File: config.mk
export PLATFORM = sky130hd
export DESIGN_NAME = led_place_8x8_scroller
export DESIGN_NICKNAME = d
export VERILOG_FILES = /design/src/rtl/led_place_8x8_pkg.sv /design/src/rtl/led_place_col_fifo.sv /design/src/rtl/led_place_8x8_scroller.sv
export SDC_FILE = /design/constraint.sdc
export NUM_CORES = 1
export LEC_CHECK = 0
export ABC_AREA = 1
export BUFFER_PORTS_ARGS = -buffer_cell sky130_fd_sc_hd__buf_4
export CAP_MARGIN = 20
export CELL_PAD_IN_SITES_DETAIL_PLACEMENT = 1
export CELL_PAD_IN_SITES_GLOBAL_PLACEMENT = 2
export CORE_MARGIN = 2
export CORE_UTILIZATION = 38
export DETAILED_ROUTE_END_ITERATION = 16
export PLACE_DENSITY_LB_ADDON = 0.1
export SYNTH_ARGS = -nofsm -noshare
export SYNTH_HDL_FRONTEND = slang
export SYNTH_HIERARCHICAL = 1
export SYNTH_SLANG_ARGS = --single-unit
File: constraint.sdc
create_clock -name aclk -period 5.8 [get_ports aclk]
set_clock_uncertainty 0.2 [all_clocks]
set_input_delay 0.87 -clock aclk [delete_from_list [all_inputs] [get_ports aclk]]
set_output_delay 0.87 -clock aclk [all_outputs]
set_load 0.02 [all_outputs]
File: src/rtl/led_place_8x8_pkg.sv
// Shared geometry and frame bit-mapping for the 8x8 LED matrix blocks.
// The scanner uses the same mapping, so keep frame_bit_idx in sync with it.
package led_place_8x8_pkg;

    localparam int LP_ROWS    = 8;
    localparam int LP_COLS    = 8;
    localparam int LP_FRAME_W = 64;

    typedef logic [LP_ROWS-1:0]    col_byte_t;
    typedef logic [LP_FRAME_W-1:0] frame_t;

    function automatic int frame_bit_idx(input int row, input int col);
        return LP_COLS * row + col;
    endfunction

endpackage

File: src/rtl/led_place_col_fifo.sv
// Small column-byte FIFO with level tracking, registered ready, and
// asynchronous head read so a pop can consume the head in the same cycle.
module led_place_col_fifo #(
    parameter int P_DEPTH = 8,
    parameter int P_WIDTH = 8
) (
    input  logic                       clk,
    input  logic                       rst,
    input  logic                       clr_i,
    input  logic                       push_i,
    input  logic [P_WIDTH-1:0]         data_i,
    input  logic                       pop_i,
    output logic [P_WIDTH-1:0]         head_o,
    output logic [$clog2(P_DEPTH):0]   level_o,
    output logic                       full_o,
    output logic                       empty_o,
    output logic                       ready_o
);

    localparam int AW = $clog2(P_DEPTH);
    localparam logic [AW:0]   LVL_MAX = (AW+1)'(P_DEPTH);
    localparam logic [AW:0]   LVL_ONE = (AW+1)'(1);
    localparam logic [AW-1:0] PTR_ONE = AW'(1);

    logic [P_WIDTH-1:0] mem_q [P_DEPTH];
    logic [AW-1:0]      wr_ptr_q, wr_ptr_d;
    logic [AW-1:0]      rd_ptr_q, rd_ptr_d;
    logic [AW:0]        level_q, level_d;
    logic               ready_q, ready_d;
    logic               do_push, do_pop;

    assign empty_o = (level_q == '0);
    assign full_o  = (level_q == LVL_MAX);
    assign level_o = level_q;
    assign ready_o = ready_q;
    assign head_o  = mem_q[rd_ptr_q];

    assign do_push = push_i && !full_o && !clr_i;
    assign do_pop  = pop_i && !empty_o && !clr_i;

    always_comb begin
        wr_ptr_d = wr_ptr_q;
        rd_ptr_d = rd_ptr_q;
        level_d  = level_q;
        if (clr_i) begin
            wr_ptr_d = '0;
            rd_ptr_d = '0;
            level_d  = '0;
        end else begin
            if (do_push) wr_ptr_d = wr_ptr_q + PTR_ONE;
            if (do_pop)  rd_ptr_d = rd_ptr_q + PTR_ONE;
            case ({do_push, do_pop})
                2'b10:   level_d = level_q + LVL_ONE;
                2'b01:   level_d = level_q - LVL_ONE;
                default: level_d = level_q;
            endcase
        end
        ready_d = (level_d < LVL_MAX);
    end

    always_ff @(posedge clk or posedge rst) begin
        if (rst) begin
            wr_ptr_q <= '0;
            rd_ptr_q <= '0;
            level_q  <= '0;
            ready_q  <= 1'b1;
        end else begin
            wr_ptr_q <= wr_ptr_d;
            rd_ptr_q <= rd_ptr_d;
            level_q  <= level_d;
            ready_q  <= ready_d;
        end
    end

    // Storage carries no reset; stale entries are never visible past the level count.
    always_ff @(posedge clk) begin
        if (do_push) mem_q[wr_ptr_q] <= data_i;
    end

endmodule

File: src/rtl/led_place_8x8_scroller.sv
// Marquee source for the 8x8 scanner: queues column bytes and, at a
// programmable rate, shifts the frame left inserting the next column at col 7.
module led_place_8x8_scroller
    import led_place_8x8_pkg::*;
#(
    parameter int P_FIFO_DEPTH = 8,
    parameter int P_DIV_WIDTH  = 24
) (
    input  logic                            aclk,
    input  logic                            areset,
    input  logic [7:0]                      s_col_data,
    input  logic                            s_col_valid,
    output logic                            s_col_ready,
    input  logic                            i_scroll_en,
    input  logic [P_DIV_WIDTH-1:0]          i_scroll_div,
    input  logic                            i_clear,
    output logic [63:0]                     o_led_data,
    output logic                            o_frame_update,
    output logic [$clog2(P_FIFO_DEPTH):0]   o_fifo_level,
    output logic                            o_underrun
);

    localparam logic [P_DIV_WIDTH-1:0] DIV_ONE = P_DIV_WIDTH'(1);

    logic [P_DIV_WIDTH-1:0] div_q, div_d;
    frame_t                 frame_q, frame_d;
    frame_t                 shifted_frame;
    logic                   update_q, update_d;
    logic                   underrun_q, underrun_d;
    logic                   tick;
    logic                   fifo_push, fifo_pop;
    logic                   fifo_full, fifo_empty;
    col_byte_t              fifo_head;

    assign tick      = i_scroll_en && (div_q == i_scroll_div);
    assign fifo_push = s_col_valid && !fifo_full && !i_clear;
    assign fifo_pop  = tick && !i_clear;

    led_place_col_fifo #(
        .P_DEPTH (P_FIFO_DEPTH),
        .P_WIDTH (LP_ROWS)
    ) u_col_fifo (
        .clk     (aclk),
        .rst     (areset),
        .clr_i   (i_clear),
        .push_i  (fifo_push),
        .data_i  (s_col_data),
        .pop_i   (fifo_pop),
        .head_o  (fifo_head),
        .level_o (o_fifo_level),
        .full_o  (fifo_full),
        .empty_o (fifo_empty),
        .ready_o (s_col_ready)
    );

    // Column c takes column c+1; the FIFO head (or zeros on underrun) enters at column 7.
    for (genvar gi = 0; gi < LP_ROWS; gi++) begin : g_row
        for (genvar gj = 0; gj < LP_COLS - 1; gj++) begin : g_col
            assign shifted_frame[frame_bit_idx(gi, gj)] = frame_q[frame_bit_idx(gi, gj + 1)];
        end
        assign shifted_frame[frame_bit_idx(gi, LP_COLS - 1)] = fifo_empty ? 1'b0 : fifo_head[gi];
    end

    always_comb begin
        div_d      = div_q;
        frame_d    = frame_q;
        update_d   = 1'b0;
        underrun_d = 1'b0;
        if (i_clear) begin
            div_d   = '0;
            frame_d = '0;
        end else begin
            if (i_scroll_en) div_d = tick ? '0 : div_q + DIV_ONE;
            if (tick) begin
                frame_d    = shifted_frame;
                update_d   = 1'b1;
                underrun_d = fifo_empty;
            end
        end
    end

    always_ff @(posedge aclk or posedge areset) begin
        if (areset) begin
            div_q      <= '0;
            frame_q    <= '0;
            update_q   <= 1'b0;
            underrun_q <= 1'b0;
        end else begin
            div_q      <= div_d;
            frame_q    <= frame_d;
            update_q   <= update_d;
            underrun_q <= underrun_d;
        end
    end

    assign o_led_data     = frame_q;
    assign o_frame_update = update_q;
    assign o_underrun     = underrun_q;

endmodule

==> PnR_summary.wiki <==
{| class="wikitable"
! Metric !! Value
|-
| Top cells by area, synth || dfrtp_1 (30%), edfxtp_1 (23%), nand2_1 (11%)
|-
| Clock insertion delay at the later pin of the skew report || approximately 0.43 ns
|-
| Global-route wire length before repair || roughly 36,000 µm
|-
| DR WL/cell || ~17 µm
|-
| Metal-1 WL || approximately 10,000 µm
|-
| Fraction of final layout cells sized beyond drive strength 1 || approximately 17%
|-
| Setup slack at placement || between 1.5 and 2 ns
|-
| Fmax || 0.298 GHz
|-
| Hold Path Class || in -> async
|-
| Number of unique standard cell types used by synthesis || 32
|-
| Area leader, netlist || dfrtp_1
|-
| Number of H-tree levels || 4
|-
| Initial drt markers || between 300 and 400
|-
| Remaining global-route overflow || 0
|-
| Period minus WS final || about 3.4 ns
|-
| Leakage || ~0.0047 µW
|-
| Max-cap violations || 0
|-
| Total via count after detailed routing || around 6,700
|-
| DPL Wire Length || around 16,000 µm
|-
| Area growth from synthesis to layout || 18.2%
|-
| Floorplan core area || 0.0211 mm²
|-
| Post-CTS Setup Bufs || 0
|-
| Top cells by count, synth || nand2_1 (238), nor2_1 (133), dfrtp_1 (100)
|-
| Post-route fraction of the period consumed by the critical path || between 50 and 60%
|-
| Global placer's final weighted congestion || just over 0.8
|-
| Number of port buffers || around 110
|-
| Total number of clock tree sinks || between 150 and 200
|-
| Required time at the endpoint of the critical path || 5.93 ns
|-
| Post-detailed-routing wire length || 22,700 µm
|-
| Number of fill cells || between 2,000 and 3,000
|-
| Met2 WL || between 10,000 and 15,000 µm
|-
| Final core utilization || roughly 46%
|-
| # resized after CTS || 0
|-
| Number of rows in the core area || 53
|-
| Setup TNS || 0 ns
|-
| Launching element type of the critical path || input pin
|-
| Synth async-reset ratio || 61.2%
|-
| Via-per-instance ratio || 5.06
|-
| Clock tree root driver cell || clkbuf_16
|-
| Num CTS Buffers || 17
|-
| Met3 routed WL || 922 µm
|-
| Netlist Area Pre-Place || just over 0.008 mm²
|-
| Number of hold violations in the final report || 0
|-
| Number of buffers inserted for hold repair after clock tree synthesis || 0
|-
| Nets in the synthesized netlist || around 1,000
|-
| I/O pins || about 110
|-
| Arrival time worst endpoint || approximately 3.5 ns
|-
| Post-detailed-route count of antenna-violating nets || 0
|-
| VDD IR-drop max || just under 200 µV
|-
| Remaining max-slew budget at the tightest pin || about a third
|-
| Sequential fraction of the synthesis area || 54.2%
|-
| Via count of the first global-routing pass || just under 7,000
|-
| Status || completed
|-
| Setup repair after global routing missed its margin || no
|-
| Maximum number of pins on one net before global-route repair || 90
|-
| Starting Density || between 30 and 40%
|-
| Top FF cell, synth || dfrtp_1
|-
| Pwr/cell area || ~260 mW/mm²
|-
| Clock transition at the registers of the reported paths || roughly 0.070 ns
|-
| Overall power of the completed layout || 2500 µW
|-
| Measured slew at the worst slew-check pin || slightly above 1 ns
|-
| Die Outline Area || between 0.02 and 0.025 mm²
|-
| Top fanout value on the critical path || 67
|-
| Die X-Extent || 151 µm
|-
| Post-synthesis area per instance || around 8.6 µm²
|-
| Pre-antenna DRT Iters || 6
|-
| Most frequent cell after synthesis || nand2_1
|-
| Clock tree from TritonCTS || done
|-
| Maximum number of buffers from clock root to sink || 2
|-
| Count of pins over their slew limit || 0
|-
| Top cell type's share of synthesized area || 30.5%
|-
| Antenna violations before repair || 0
|-
| DRC violation count after routing || 0
|-
| Overall routing resource usage || 20.5%
|-
| Antenna Diode Count || 0
|-
| Synthesis Warnings || 6
|-
| Final Setup Violations || 0
|-
| Cell count after synthesis || 955
|-
| Type of the worst setup path || in -> reg
|-
| Crit path setup slack, layout || around 2.4 ns
|-
| Final nets || between 1,000 and 1,500
|-
| Worst setup EP type || register
|-
| Synth Register Bits || about 170
|-
| Height of the die || ~150 µm
|-
| Highest metal layer used by the detailed router || met4
|-
| Post-synth EDFFs || 64
|}
final timing paths:
path | start | slack [ns] | cells after the start | end
worst min register to register | o_led_data[8] | 0.30 | 2 | o_led_data[8]
worst min-delay path | areset | 0.28 | 2 | u_col_fifo/level_o[2]
max in group asynchronous | areset | 4.04 | 3 | o_led_data[37]
worst max-delay path | i_scroll_div[20] | 2.45 | 10 | div_q[23]
min in group aclk | o_led_data[8] | 0.30 | 2 | o_led_data[8]
worst max register to register | div_q[14] | 2.51 | 11 | div_q[15]
final cells by class:
cell class              instances  area (µm²)  area share [%]
multi-input cells             650        3090            31.9
flip-flops and latches        165        4450            45.9
inverters                      92         353            3.64
clock buffers                  17         425            4.38
well taps                     275         344            3.55
repair buffers                113         856            8.82
clock inverters                15         184            1.90
worst max-delay path, cell delays in order:
cell	delay, ns
buf_4	0.11
xor2_1	0.26
nor2_1	0.07
nand2_1	0.12
nor2_4	0.05
buf_4	0.33
nand3_2	0.13
buf_4	0.57
nand2_1	0.70
nor2_1	0.27
routing by layer:
layer  global-route usage (%)  vias up
li1                         -     3328
met1                     27.4     3254
met2                     34.9      117
met3                     3.89       22
met4                     4.44        0
met5                        0        -
sequential cells by signal, indices dropped and copies added, names as in the netlist:
signal / cells
o_led_data: 64
o_underrun: 1
u_col_fifo/wr_ptr_q: 3
u_col_fifo/ready_o: 1
u_col_fifo/level_o: 4
o_frame_update: 1
u_col_fifo/rd_ptr_q: 3
u_col_fifo/mem_q: 64
div_q: 24
through the flow:
stage | hold slack (ns) | instances | instance area (µm²)
floorplan | 0.317 | 955 | 8210
global placement | 0.287 | 1294 | 9080
global route | 0.313 | 1327 | 9700
finish | 0.276 | 1327 | 9700
detailed placement | 0.291 | 1295 | 9090
CTS | 0.286 | 1327 | 9700
where the power goes:
part	leakage (µW)	switching [µW]	total, µW	internal [µW]
clock	0.000295	535	1160	621
combinational	0.00242	85.4	123	37.3
sequential	0.00198	5.53	1220	1220
total	0.00470	626	2500	1880
placed cells by master (no fill, tap or decap), types with 2 or more instances in the layout:
master,instances
clkinv_8,3
nand3_1,98
inv_2,11
nor2_4,3
nor2_1,133
o21ai_0,31
inv_8,4
inv_1,78
edfxtp_1,64
nor3_1,7
o21ai_1,12
nand2_2,3
clkbuf_16,17
or2_2,2
ha_1,7
nand3_2,2
nand4_1,78
inv_4,3
xor2_1,20
nor2_2,4
inv_6,5
buf_4,112
xnor2_1,4
dfrtp_1,100
a21oi_1,4
nand2_1,238
kinds of logic after synthesis:
logic type | Yosys count | share of synthesized area, %
simple gates | 570 | 30.8
flops | 165 | 54.2
buf+inv | 140 | 8.23
compound gates | 48 | 2.94
xor+xnor | 24 | 2.56
fa+ha+maj | 8 | 1.31
(Power assumes the default switching activity.)
